<file path="config.mk">
export PLATFORM = sky130hd
export DESIGN_NAME = scheduler_sched_info_ctrl
export DESIGN_NICKNAME = d
export VERILOG_FILES = /design/src/rtl/scheduler_sched_info_ctrl.sv
export SDC_FILE = /design/constraint.sdc
export NUM_CORES = 1
export LEC_CHECK = 0
export ABC_AREA = 0
export CORE_MARGIN = 2
export CORE_UTILIZATION = 55
export DETAILED_ROUTE_END_ITERATION = 6
export DONT_BUFFER_PORTS = 1
export HOLD_SLACK_MARGIN = 0.1
export PLACE_DENSITY = 0.7
export SLEW_MARGIN = 20
export SYNTH_ARGS = -nofsm -noshare
export SYNTH_HDL_FRONTEND = slang
export SYNTH_SLANG_ARGS = --single-unit
export TNS_END_PERCENT = 100
</file>
<file path="constraint.sdc">
create_clock -name clk -period 7.35 [get_ports clk]
set_input_delay 1.1025 -clock clk [delete_from_list [all_inputs] [get_ports clk]]
set_output_delay 1.1025 -clock clk [all_outputs]
set_load 0.1 [all_outputs]
</file>
<file path="src/rtl/scheduler_sched_info_ctrl.sv">
// ----------------------------------------------------------------------------
// scheduler_sched_info_ctrl
//   Front-end controller for the per-accelerator-type schedule-info RAM.
//   Port A of the RAM takes entry writes from the command/config path, port B
//   serves lookups from the scheduler FSM with one cycle of read latency.
//   The block keeps a valid bitmap and a count of valid entries. It stalls a
//   lookup that collides with a same-cycle write to the same entry, and it
//   returns lookup responses over a valid/ready handshake.
//
// Ports
//   clk, rst              clock, asynchronous active-high reset
//   clear                 1-cycle pulse, invalidates every entry (RAM untouched)
//   wr_valid/ready/addr/data   entry write request
//   rd_req_valid/ready/addr    lookup request
//   rd_rsp_valid/ready/data/hit lookup response (data is 0 on a miss)
//   num_valid             number of valid entries
//   ram_a_addr/en/din     RAM write port
//   ram_b_addr/en         RAM read port request
//   ram_b_dout            RAM read data, registered inside the RAM
// ----------------------------------------------------------------------------
module scheduler_sched_info_ctrl #(
    parameter int MAX_ACC_TYPES = 16,
    parameter int ACC_TYPE_BITS = $clog2(MAX_ACC_TYPES)
) (
    input  logic                     clk,
    input  logic                     rst,
    input  logic                     clear,
    input  logic                     wr_valid,
    output logic                     wr_ready,
    input  logic [ACC_TYPE_BITS-1:0] wr_addr,
    input  logic [49:0]              wr_data,
    input  logic                     rd_req_valid,
    output logic                     rd_req_ready,
    input  logic [ACC_TYPE_BITS-1:0] rd_req_addr,
    output logic                     rd_rsp_valid,
    input  logic                     rd_rsp_ready,
    output logic [49:0]              rd_rsp_data,
    output logic                     rd_rsp_hit,
    output logic [ACC_TYPE_BITS:0]   num_valid,
    output logic [ACC_TYPE_BITS-1:0] ram_a_addr,
    output logic                     ram_a_en,
    output logic [49:0]              ram_a_din,
    output logic [ACC_TYPE_BITS-1:0] ram_b_addr,
    output logic                     ram_b_en,
    input  logic [49:0]              ram_b_dout
);

    localparam int NV_W = ACC_TYPE_BITS + 1;

    typedef enum logic [1:0] {
        ST_IDLE = 2'd0,
        ST_READ = 2'd1,
        ST_RESP = 2'd2
    } state_t;

    state_t                   state_r;
    state_t                   state_s;
    logic                     live_r;
    logic [1:0]               stall_cnt_r;
    logic [MAX_ACC_TYPES-1:0] bitmap_r;
    logic [MAX_ACC_TYPES-1:0] bitmap_s;
    logic [NV_W-1:0]          num_valid_r;
    logic [NV_W-1:0]          num_valid_s;
    logic                     hit_r;
    logic [49:0]              rsp_data_r;

    logic                     guard_s;
    logic                     wr_ready_s;
    logic                     wr_fire_s;
    logic                     hazard_s;
    logic                     rd_req_ready_s;
    logic                     rd_fire_s;
    logic                     rsp_valid_s;
    logic [49:0]              rsp_data_s;

    // Handshake decode: starvation guard, write acceptance and the read/write hazard.
    always_comb begin
        // After two stalled cycles the waiting lookup wins one cycle over writes.
        guard_s        = (state_r == ST_IDLE) && (stall_cnt_r == 2'd2) && rd_req_valid;
        wr_ready_s     = !guard_s;
        wr_fire_s      = wr_valid && wr_ready_s;
        // A read racing a write to the same entry is held off rather than returning mixed data.
        hazard_s       = wr_fire_s && (wr_addr == rd_req_addr);
        rd_req_ready_s = live_r && (state_r == ST_IDLE) && !hazard_s;
        rd_fire_s      = rd_req_valid && rd_req_ready_s;
    end

    // Next valid bitmap and count; a write in the clear cycle survives the clear.
    always_comb begin
        bitmap_s    = bitmap_r;
        num_valid_s = num_valid_r;
        if (clear) begin
            bitmap_s    = {MAX_ACC_TYPES{1'b0}};
            num_valid_s = {NV_W{1'b0}};
            if (wr_fire_s) begin
                bitmap_s[wr_addr] = 1'b1;
                num_valid_s       = {{ACC_TYPE_BITS{1'b0}}, 1'b1};
            end else begin
                bitmap_s = {MAX_ACC_TYPES{1'b0}};
            end
        end else if (wr_fire_s) begin
            bitmap_s[wr_addr] = 1'b1;
            if (!bitmap_r[wr_addr]) begin
                num_valid_s = num_valid_r + {{ACC_TYPE_BITS{1'b0}}, 1'b1};
            end else begin
                num_valid_s = num_valid_r;
            end
        end else begin
            bitmap_s    = bitmap_r;
            num_valid_s = num_valid_r;
        end
    end

    // Lookup FSM next state and response output selection.
    always_comb begin
        state_s     = state_r;
        rsp_valid_s = 1'b0;
        rsp_data_s  = 50'h0;
        case (state_r)
            ST_IDLE: begin
                if (rd_fire_s) begin
                    state_s = ST_READ;
                end else begin
                    state_s = ST_IDLE;
                end
            end
            ST_READ: begin
                // RAM output is already valid here, so the response goes out at once.
                rsp_valid_s = 1'b1;
                rsp_data_s  = hit_r ? ram_b_dout : 50'h0;
                if (rd_rsp_ready) begin
                    state_s = ST_IDLE;
                end else begin
                    state_s = ST_RESP;
                end
            end
            ST_RESP: begin
                // Held copy keeps the response stable no matter what port A does.
                rsp_valid_s = 1'b1;
                rsp_data_s  = rsp_data_r;
                if (rd_rsp_ready) begin
                    state_s = ST_IDLE;
                end else begin
                    state_s = ST_RESP;
                end
            end
            default: begin
                state_s = ST_IDLE;
            end
        endcase
    end

    // State, bitmap, counters and the latched lookup result.
    always_ff @(posedge clk or posedge rst) begin
        if (rst) begin
            state_r     <= ST_IDLE;
            live_r      <= 1'b0;
            stall_cnt_r <= 2'd0;
            bitmap_r    <= {MAX_ACC_TYPES{1'b0}};
            num_valid_r <= {NV_W{1'b0}};
            hit_r       <= 1'b0;
            rsp_data_r  <= 50'h0;
        end else begin
            state_r     <= state_s;
            live_r      <= 1'b1;
            bitmap_r    <= bitmap_s;
            num_valid_r <= num_valid_s;
            if ((state_r == ST_IDLE) && rd_req_valid && live_r && hazard_s) begin
                stall_cnt_r <= (stall_cnt_r == 2'd2) ? 2'd2 : stall_cnt_r + 2'd1;
            end else begin
                stall_cnt_r <= 2'd0;
            end
            if (rd_fire_s) begin
                hit_r <= bitmap_r[rd_req_addr];
            end else begin
                hit_r <= hit_r;
            end
            if (state_r == ST_READ) begin
                rsp_data_r <= hit_r ? ram_b_dout : 50'h0;
            end else begin
                rsp_data_r <= rsp_data_r;
            end
        end
    end

    assign wr_ready     = wr_ready_s;
    assign rd_req_ready = rd_req_ready_s;
    assign ram_a_en     = wr_fire_s;
    assign ram_a_addr   = wr_addr;
    assign ram_a_din    = wr_data;
    assign ram_b_en     = rd_fire_s;
    assign ram_b_addr   = rd_req_addr;
    assign rd_rsp_valid = rsp_valid_s;
    assign rd_rsp_data  = rsp_data_s;
    assign rd_rsp_hit   = hit_r;
    assign num_valid    = num_valid_r;

endmodule

</file>
==> results of run 1 <==
[cells in the final DEF, fill, tap and decap left out, types with 4 or more instances in the layout]
cell type,instances
sky130_fd_sc_hd__a21boi_4,32
sky130_fd_sc_hd__inv_1,74
sky130_fd_sc_hd__dfrtp_1,77
sky130_fd_sc_hd__o21ai_0,51
sky130_fd_sc_hd__mux2i_1,12
sky130_fd_sc_hd__xnor2_1,4
sky130_fd_sc_hd__ha_1,5
sky130_fd_sc_hd__clkbuf_8,9
sky130_fd_sc_hd__nand2_1,107
sky130_fd_sc_hd__mux4_1,4
sky130_fd_sc_hd__o22ai_1,16
sky130_fd_sc_hd__nand3_1,4
sky130_fd_sc_hd__nor2_1,4
sky130_fd_sc_hd__a21boi_2,18
sky130_fd_sc_hd__buf_4,6
[state kept, by name (all words and copies together), names as in the netlist]
signal       flops
rsp_data_r      50
bitmap_r        16
num_valid        5
stall_cnt_r      2
state_r          2
live_r           1
rd_rsp_hit       1
[final cells by class]
class / instances / area [um^2] / area share
Clock buffer: 9 / 123.9 / 0.02592
Inverter: 75 / 281.5 / 0.05890
Clock inverter: 5 / 77.57 / 0.01623
Multi-Input combinational cell: 288 / 2193 / 0.4589
Timing Repair Buffer: 6 / 45.04 / 0.009424
Sequential cell: 77 / 1927 / 0.4031
Tap cell: 105 / 131.4 / 0.02749
[metal layers]
metal / part of all wire / vias to the layer above / global-route usage
met3: 0.069 / 38 / 0.05267
li1: - / 1500 / -
met2: 0.50 / 127 / 0.3475
met4: 0.030 / 0 / 0.09300
met1: 0.40 / 1540 / 0.2464
met5: 0 / - / 0
[kinds of logic after synthesis]
| family | synth area share |
|---|---|
| flops | 0.4249 |
| buf+inv | 0.1882 |
| fa+ha+maj | 0.01931 |
| other cells | 0.0008270 |
| simple gates | 0.1206 |
| compound gates | 0.1714 |
| mux | 0.06705 |
| xor+xnor | 0.007725 |
[worst paths after layout]
path | slack [ps] | to | cells after the start
worst max-delay path | 2830 | ram_b_en | 4
worst min-delay path | 520 | rsp_data_r[24] | 2
worst max register to register | 3800 | rd_rsp_hit | 7
worst min register to register | 520 | rsp_data_r[24] | 2
max in group asynchronous | 5780 | rsp_data_r[25] | 2
min in group asynchronous | 930 | rsp_data_r[42] | 2
[power groups by stage]
stage,logic (uW),clock network [uW],registers [uW]
after floorplan,280,0,501
after global placement,164,0,496
after detailed placement,175,0,498
after CTS,175,344,490
after global routing,199,362,496
final,183,331,490
[worst max-delay path: cells and delay by family]
kind | cells | cell delay, ps
simple gates | 4 | 2310
[stage by stage]
stage                     cell area [um^2]  utilization  setup slack, ps
after floorplan                       4534            -             2389
after global placement                4338       0.5360             2871
after detailed placement              4428       0.5472             2827
after CTS                             4629       0.5720             2821
after global routing                  4780       0.5906             2677
final                                 4780       0.5906             2833
==> run summary, run 1 <==
* **number of instances in the synthesized netlist** 527
* **combined area of all synthesized cells** 4534 um^2
* **final critical-path required period** 4517 ps
* **vias in the first global route** 3058
* **hold_ws** 522.9 ps
* **proportion of synthesized chip area in sequential cells** 0.4249
* **CTS resizes** 0
* **row count** 33
* **share of final-layout standard cells stronger than drive strength 1** 0.1783
* **source-to-sink clock delay at the later pin of the worst-skew pair** 340 ps
* **initial detailed-routing violation count** 120
* **final instance count without filler cells** 565
* **post-CTS setup buffer count** 0
* **maximum vdd drop** 0.1291 mV
* **number of enable-type register cells in the synthesized netlist** 0
* **pwr dens** 210.1 nW/um^2
* **count of nets after finishing** 578
* **peak per-stage delay on the critical path** 880 ps
* **ys flop type** sky130_fd_sc_hd__dfrtp_1
* **accumulated negative setup slack** 0 ps
* **Maximum Capacitance Violations** 0
* **Net Switching** 293.7 uW
* **Vias** 3205
* **synthesized net count** 648
* **Sw Share** 0.2924
* **cell with the most instances after synthesis** sky130_fd_sc_hd__nand2_1
* **Setup crit end kind** output port
* **starting density of the core** 0.5603
* **number of antenna violations at the first check in global routing** 0
* **fin. max-slew vios** 0
* **post-synthesis cell type with the largest combined area** sky130_fd_sc_hd__dfrtp_1
* **clock sinks** 77
* **final weighted congestion of routability-driven global placement** 0.8228
* **Chip Height** 94.80 um
* **total congestion overflow after global routing** 0
* **cell leakage power** 0.001838 uW
* **die width** 94.80 um
* **outcome** finished, final reports clean
* **count of inserted antenna diode cells** 0
* **maximum number of pins on one net before global-route repair** 78
* **post-detailed-routing wire length** 9.298 mm
* **detail-routed via count per cell** 5.673
* **TritonCTS buffer count** 9
* **chain of cells forming the critical path** nand3_1 > nand2_1 > nor2_1 > nor2_2
* **count of buffers from port buffering** 0
* **syn_area_per_cell** 8.604 um^2
* **launch instance of the worst min-delay path** rsp_data_r[24]
* **largest driver fanout on the critical path** 4
* **synth top area cells** sky130_fd_sc_hd__dfrtp_1 (42%), sky130_fd_sc_hd__buf_4 (9.8%), sky130_fd_sc_hd__nand2_1 (8.9%), sky130_fd_sc_hd__a21boi_0 (8.3%), sky130_fd_sc_hd__inv_1 (6.2%)
* **actual slew at the worst max-slew pin** 1197 ps
* **max frequency** 221.4 MHz
* **synthesis-stage register bit count** 77
* **Critical path origin** rd_req_valid
* **final count of hold timing violations** 0
* **clock edge transition at the registers on the reported setup and hold paths** 70 ps
* **fin crit share** 0.6145
* **proportion of netlist area held by the largest area contributor** 0.4249
* **clock root buffer master** sky130_fd_sc_hd__clkbuf_8
* **layout-stage area growth over the synthesis result** 5.408%
* **number of remaining DRC errors** 0
* **part of the power in the clock network** 0.330
* **worst-case clock skew** 8.604 ps
* **total instance count after detailed placement** 551
* **GRT Util Overall** 0.2055
* **overall power after layout** 1004 uW
* **die area** 8986 um^2
* **first-pass GRT wire length** 14.58 mm
* **clock tree from TritonCTS** yes
* **CTS Buffer Depth** 2
* **count of distinct cell types in the synthesized netlist** 33
* **arrival time at the worst endpoint** 3410 ps
* **Yosys Warn Count** 0
* **H-tree levels** 3
* **total internal power** 710.7 uW
* **hold buffer count at CTS** 0
* **# fillers** 704
* **data required time of the worst path** 6250 ps
* **number of failing setup endpoints in the final timing report** 0
* **hold crit path type** flop to flop
* **critical path start-end classification** input pin to output port
* **Antenna Violating Nets Remaining** 0
* **placeable core area** 8093 um^2
* **average wire per standard cell** 16.46 um
* **count of pins on the block boundary** 233
* **fraction of power consumed by combinational cells** 0.182
* **Worst path slowest cell** sky130_fd_sc_hd__nor2_2
* **number of detailed-route iterations in the first pass** 6
* **most common library cells after synthesis** sky130_fd_sc_hd__nand2_1 (107), sky130_fd_sc_hd__dfrtp_1 (77), sky130_fd_sc_hd__inv_1 (75)
* **dpl hpwl** 6.303 mm
* **Worst Setup Start Kind** input pin
* **reg2reg start** state_r[0]
* **setup repair after global routing missed its margin** no
* **sequential share of power** 0.488
* **share of async-settable or async-resettable flops after synthesis** 1.000
* **relative slew slack** 0.1974
(Power assumes the default switching activity.)
==> run 2, diff against run 1 <==
- clock period: 7.35 -> 4.32 ns (I/O delays scaled with it)
==> run summary, run 2 (synthesis results as in run 1) <==
* **final count of hold timing violations** 0, unchanged
* **setup slack at placement** 1054 ps, was 2827 ps
* **GRT Util Overall** 0.2210, was 0.2055
* **endpoint of the most critical register-to-register path** rd_rsp_hit, unchanged
* **clock root buffer master** sky130_fd_sc_hd__clkbuf_8, unchanged
* **commonest cells after routing, fill and taps aside** sky130_fd_sc_hd__nand2_1 (107), sky130_fd_sc_hd__dfrtp_1 (77), sky130_fd_sc_hd__inv_1 (74), unchanged
* **total internal power** 1112 uW, was 710.7 uW
* **fin crit share** 0.8303
* **hold crit path type** input pin to asynchronous set/reset pin, was flop to flop
* **chain of cells forming the critical path** and2_2 > nand2_1 > a21boi_2 > buf_4, was nand3_1 > nand2_1 > nor2_1 > nor2_2
* **max frequency** 278.8 MHz
* **final instance count without filler cells** 615, was 565
* **placeable core area** 8093 um^2, unchanged
* **share of final-layout standard cells stronger than drive strength 1** 0.2588, was 0.1783
* **post-CTS setup buffer count** 0, unchanged
* **fin. max-slew vios** 0, unchanged
* **detail-routed via count per cell** 5.416, was 5.673
* **register-to-register path setup slack** 1570 ps, was 3800 ps
* **routed length on met1** 4.093 mm, was 3.746 mm
* **post-detailed-routing wire length** 9.971 mm, was 9.298 mm
* **number of detailed-route iterations in the first pass** 4, was 6
* **clock tree from TritonCTS** yes, unchanged
* **setup repair after global routing missed its margin** no, unchanged
* **cell leakage power** 0.002026 uW, was 0.001838 uW
* **most common library cell in the layout ignoring fill and taps** sky130_fd_sc_hd__nand2_1, unchanged
* **die area** 8986 um^2, unchanged
* **setup ws final** 733.0 ps, was 2833 ps
* **Antenna Violating Nets Remaining** 0, unchanged
* **worst-case clock skew** 12.51 ps, was 8.604 ps
* **arrival time at the worst endpoint** 2940 ps, was 3410 ps
* **total congestion overflow after global routing** 0, unchanged
* **initial detailed-routing violation count** 181, was 120
* **highest routed layer** met4, unchanged
* **fraction of power consumed by combinational cells** 0.172, was 0.182
* **count of nets after finishing** 627, was 578
* **total instance count after detailed placement** 600, was 551
* **final critical-path required period** 3587 ps
* **count of pins on the block boundary** 233, unchanged
* **Setup crit end kind** output port, unchanged
* **Net Switching** 500.7 uW, was 293.7 uW
* **number of remaining DRC errors** 0, unchanged
* **outcome** finished, final reports clean, unchanged
* **largest delay contributor family on the critical path** simple AND/OR/NAND/NOR gates, unchanged
* **max reg flops** 50, unchanged
* **Sw Share** 0.3105, was 0.2924
* **actual slew at the worst max-slew pin** 1110 ps, was 1197 ps
* **clock sinks** 77, unchanged
* **sequential share of power** 0.526, was 0.488
* **number of antenna violations at the first check in global routing** 0, unchanged
* **peak per-stage delay on the critical path** 950 ps, was 880 ps
* **metal3 WL** 624 um, was 637 um
* **logic depth of the worst path, buffers included** 4, unchanged
* **largest driver fanout on the critical path** 50, was 4
* **data required time of the worst path** 3670 ps, was 6250 ps
* **Worst Setup Start Kind** flop, was input pin
* **met2 routed WL** 5.042 mm, was 4.638 mm
* **TritonCTS buffer count** 9, unchanged
* **Worst Reg2Reg Path Length in Cells** 8, was 7
* **maximum vdd drop** 0.2488 mV, was 0.1291 mV
* **CTS Buffer Depth** 2, unchanged
* **dpl hpwl** 6.965 mm, was 6.303 mm
* **Maximum Capacitance Violations** 0, unchanged
* **die width** 94.80 um, unchanged
* **final weighted congestion of routability-driven global placement** 0.8498, was 0.8228
* **layout-stage area growth over the synthesis result** 7.671%, was 5.408%
* **register containing the most flip-flops in the final layout** rsp_data_r, unchanged
* **hold buffer count at CTS** 0, unchanged
* **Worst path slowest cell** sky130_fd_sc_hd__dfrtp_1, was sky130_fd_sc_hd__nor2_2
* **H-tree levels** 3, unchanged
* **critical path start-end classification** flop to output port, was input pin to output port
* **pwr dens** 330.3 nW/um^2, was 210.1 nW/um^2
* **part of the power in the clock network** 0.302, was 0.330
* **relative slew slack** 0.2593, was 0.1974
* **source-to-sink clock delay at the later pin of the worst-skew pair** 340 ps, about the same
* **number of buffer and inverter stages on the critical path** 1, was 0
* **Vias** 3331, was 3205
* **count of inserted antenna diode cells** 0, unchanged
* **Chip Height** 94.80 um, unchanged
* **maximum number of pins on one net before global-route repair** 52, was 78
* **first-pass GRT wire length** 15.53 mm, was 14.58 mm
* **number of failing setup endpoints in the final timing report** 0, unchanged
* **vias in the first global route** 3321, was 3058
* **CTS resizes** 0, unchanged
* **row count** 33, unchanged
* **reg2reg start** state_r[0], unchanged
* **starting density of the core** 0.5603, unchanged
* **count of buffers from port buffering** 0, unchanged
* **clock edge transition at the registers on the reported setup and hold paths** 90 ps, was 70 ps
* **average wire per standard cell** 16.21 um, was 16.46 um
[run 2: cell types whose count changed in the layout (fill, tap and decap cells not counted)]
cell and change:
sky130_fd_sc_hd__a21boi_4 -32, sky130_fd_sc_hd__bufinv_16 -2, sky130_fd_sc_hd__a21boi_2 +32, sky130_fd_sc_hd__clkinv_2 +2
sky130_fd_sc_hd__clkinvlp_4 -1, sky130_fd_sc_hd__buf_4 +49, sky130_fd_sc_hd__clkbuf_8 +2, sky130_fd_sc_hd__inv_2 -1
sky130_fd_sc_hd__clkinv_4 +1
[run 2: how the worst max path moves through the flow]
| stage | from | end | slack [ps] |
|---|---|---|---|
| floorplan | state_r[0] | rd_rsp_data[47] | -160 |
| global placement | rd_rsp_hit | rd_rsp_data[7] | 1090 |
| detailed placement | rd_rsp_hit | rd_rsp_data[47] | 1050 |
| CTS | rd_rsp_hit | rd_rsp_data[47] | 670 |
| global route | rd_rsp_hit | rd_rsp_data[7] | 530 |
| finish | rd_rsp_hit | rd_rsp_data[7] | 730 |
[run 2: power by group through the flow]
stage / clock, uW / sequential (uW) / combinational (uW)
CTS: 503 / 847 / 283
global route: 537 / 854 / 306
floorplan: 0 / 852 / 479
finish: 487 / 847 / 278
detailed placement: 0 / 861 / 281
global placement: 0 / 857 / 275
[run 2: routing by layer]
| metal | GRT usage | vias to the layer above |
|---|---|---|
| li1 | - | 1586 |
| met2 | 0.3812 | 118 |
| met5 | 0 | - |
| met4 | 0.08575 | 0 |
| met1 | 0.2649 | 1604 |
| met3 | 0.05587 | 23 |
[run 2: layout make-up]
type | count | area [um^2]
well taps | 105 | 131.4
clock buffers | 11 | 151.4
fillers | 696 | 3211
inverters | 75 | 282.8
clock inverters | 4 | 23.77
multi-input cells | 288 | 1953
repair buffers | 55 | 412.9
flip-flops and latches | 77 | 1927
[run 2: through the flow]
step | power (uW) | cell area [um^2] | setup TNS [ps] | hold slack, ps | utilization
final | 1612 | 4882 | 0 | 233.3 | 0.6033
after global routing | 1698 | 4882 | 0 | 273.8 | 0.6033
after CTS | 1633 | 4882 | 0 | 237.6 | 0.6033
after detailed placement | 1142 | 4707 | 0 | 514.2 | 0.5816
after global placement | 1132 | 4707 | 0 | 509.5 | 0.5816
after floorplan | 1331 | 4534 | -1262 | 497.0 | -
==> RTL edit, RTL diff (config.mk and constraints of run 2) <==
Change the parameter `MAX_ACC_TYPES` from 16 to 32.
--- a/src/rtl/scheduler_sched_info_ctrl.sv
+++ b/src/rtl/scheduler_sched_info_ctrl.sv
@@ -20,5 +20,5 @@
 // ----------------------------------------------------------------------------
 module scheduler_sched_info_ctrl #(
-    parameter int MAX_ACC_TYPES = 16,
+    parameter int MAX_ACC_TYPES = 32,
     parameter int ACC_TYPE_BITS = $clog2(MAX_ACC_TYPES)
 ) (
Ports: changed (5 resized); port bits go from 233 to 238. The function was not compared with the original's and may differ.
==> RTL edit against run 2 <==
Synthesized area grew 21%; sequential cell count grew 17; sequential share of layout area shrank 3.2 points; global-route usage grew 2.9 points; design area grew 33%; synthesized cell count grew 19%; register-to-register slack lost 130 ps; routed wire length grew 32%; largest cell class is now flip-flops and latches; setup slack gained 220 ps.
Power is not compared: it rests on default switching activity, and its combinational part moved more than twofold at a synthesized area within 25%.
==> RTL edit: results (changes against run 2) <==
* Initial DRT Pass Iterations at 5 (+1)
* Top cells by count, synth: nand2_1, inv_1, dfrtp_1
* Global-route met1 utilization at 32.5% (+6.0 points)
* Vias at 4205 (+26%)
* Status: finished clean
* Most common cell in the synthesized netlist: nand2_1
* Synth Flop Type: dfrtp_1
* Final WL at 13.2 mm (+32%)
* Critical path's largest stage delay at 700 ps (-250 ps)
* P_leak at 2.57 nW
* M3 GR Usage at 6.23% (+0.64 points)
* Share of cells above drive strength 1 at 23.5% (-2.4 points)
* Nets at 720 (+15%)
* Sequential element share of the synthesized area at 43.0% (+0.48 points)
* WP data arrival at 2720 ps (-220 ps)
* Syn_nets at 749 (+16%)
* Period utilisation layout at 78.0% (-5.1 points)
* CP max FO at 4 (-92%)
* Max FFs per register at 50 (unchanged)
* Num CTS Buffers at 9 (unchanged)
* Largest net degree at the start of global routing at 56 (+7.7%)
* Max Clock Skew at 10.2 ps (-2.26 ps)
* Peak supply drop at approximately 0.21 mV
* Reg2reg setup slack at 1440 ps (-130 ps)
* Post-DP HPWL at 9.34 mm (+34%)
* PortBufs at 0 (unchanged)
* CP top delay family: simple AND/OR/NAND/NOR gates
* GRT met2 Usage at 39.7% (+1.6 points)
* Antenna violations before repair at 0 (unchanged)
* Crit-path slowest cell: nor4_1
* Initial DRC Count at 228 (+26%)
* Maximum buffer depth of the clock tree at 2 (unchanged)
* RD Place Congestion at 0.903 (+6.2%)
* Post-CTS sizing at 0 (unchanged)
* Least-Margin Pin Slew at 1110 ps (+4.08 ps)
* Number of fill cells at 739 (+6.2%)
* Gr usage total at 25.0% (+2.9 points)
* Synth unique cells at 40 (+21%)
* Synth top area cells: dfrtp_1, buf_4, nand2_1, a21boi_0, inv_1
* YS warnings at 0 (unchanged)
* Post-synth ARST share at 100% (unchanged)
* Reg clk slew, reported paths at 80 ps
* Root Buffer: clkbuf_8
* Pre-CTS setup slack at 1360 ps (+306 ps)
* Worst-Skew Late Latency at 360 ps (+20 ps)
* Global-route wire length before repair at 21.7 mm (+40%)
-- RTL edit: cell count changes in the layout (fill, tap and decap cells not counted), sizes merged, moves of 3 or more --
cell | before | now
nand3 | 4 | 10
nor3 | 2 | 5
buf | 55 | 58
dfrtp | 77 | 94
o22ai | 16 | 34
mux4 | 7 | 11
clkbuf | 11 | 15
or3b | 0 | 3
a21o | 0 | 4
nand3b | 0 | 3
nand2b | 3 | 0
inv | 74 | 95
clkinv | 5 | 1
mux2i | 12 | 16
-- RTL edit: worst paths after layout --
check,start,to,cells past startpoint
min reg2reg,rsp_data_r[49],rsp_data_r[49],2
min,rst,rsp_data_r[42],1
max reg2reg,state_r[0],bitmap_r[18],8
max,state_r[0],ram_b_en,7
max in group asynchronous,rst,state_r[1],2
min in group clk,rd_rsp_ready,state_r[1],1
-- RTL edit: cell type report --
cell class | instances | area share (%)
sequential | 94 | 36.3
multi-input combinational | 338 | 36.3
timing repair buffer | 58 | 16.4
inverter | 96 | 5.60
clock buffer | 15 | 2.88
tap | 133 | 2.57
-- RTL edit: report_power, final --
part	internal [mW]	leakage [nW]	total, mW	switching (mW)
Sequential	1.02	1.25	1.12	0.0953
Clock	0.271	0.0958	0.560	0.290
Combinational	0.198	1.22	0.573	0.376
Total	1.49	2.57	2.25	0.761
-- RTL edit: per-stage QoR --
| stage | cells | util, % | hold WS, ps | cell area [um^2] |
|---|---|---|---|---|
| 3_3_place_gp | 719 | 64.6 | 511 | 6290 |
| 2_1_floorplan | 626 | - | 497 | 5470 |
| 5_1_grt | 734 | 66.6 | 320 | 6480 |
| 4_1_cts | 734 | 66.6 | 332 | 6480 |
| 6_report | 734 | 66.6 | 269 | 6480 |
| 3_5_place_dp | 719 | 64.6 | 516 | 6290 |
-- RTL edit: logic make-up (layout without fill, tap and decap cells) --
logic type | after synthesis | count (layout) | share of synthesized area [%]
multiplexers | 28 | 28 | 7.66
other | 1 | 1 | 0.0685
flip-flops | 94 | 94 | 43.0
AO/OA/AOI/OAI | 153 | 153 | 17.5
XOR/XNOR | 5 | 5 | 0.800
adder cells (fa/ha/maj) | 7 | 7 | 1.60
buffers and inverters | 194 | 169 | 17.7
AND/OR/NAND/NOR | 144 | 144 | 11.7
-- RTL edit: metal layers --
metal,up-vias,part of all wire [%]
met5,-,0
met4,0,2.1
met3,28,7.4
met2,197,50
met1,2053,41
li1,1927,-
-- RTL edit: worst register-to-register path, cell delays in order, from the launching register on --
cell	delay, ps
dfrtp_1	380
inv_1	70
ha_2	200
nand3_1	100
buf_4	320
nand2_1	160
inv_1	740
nand3_1	530
o22ai_1	280
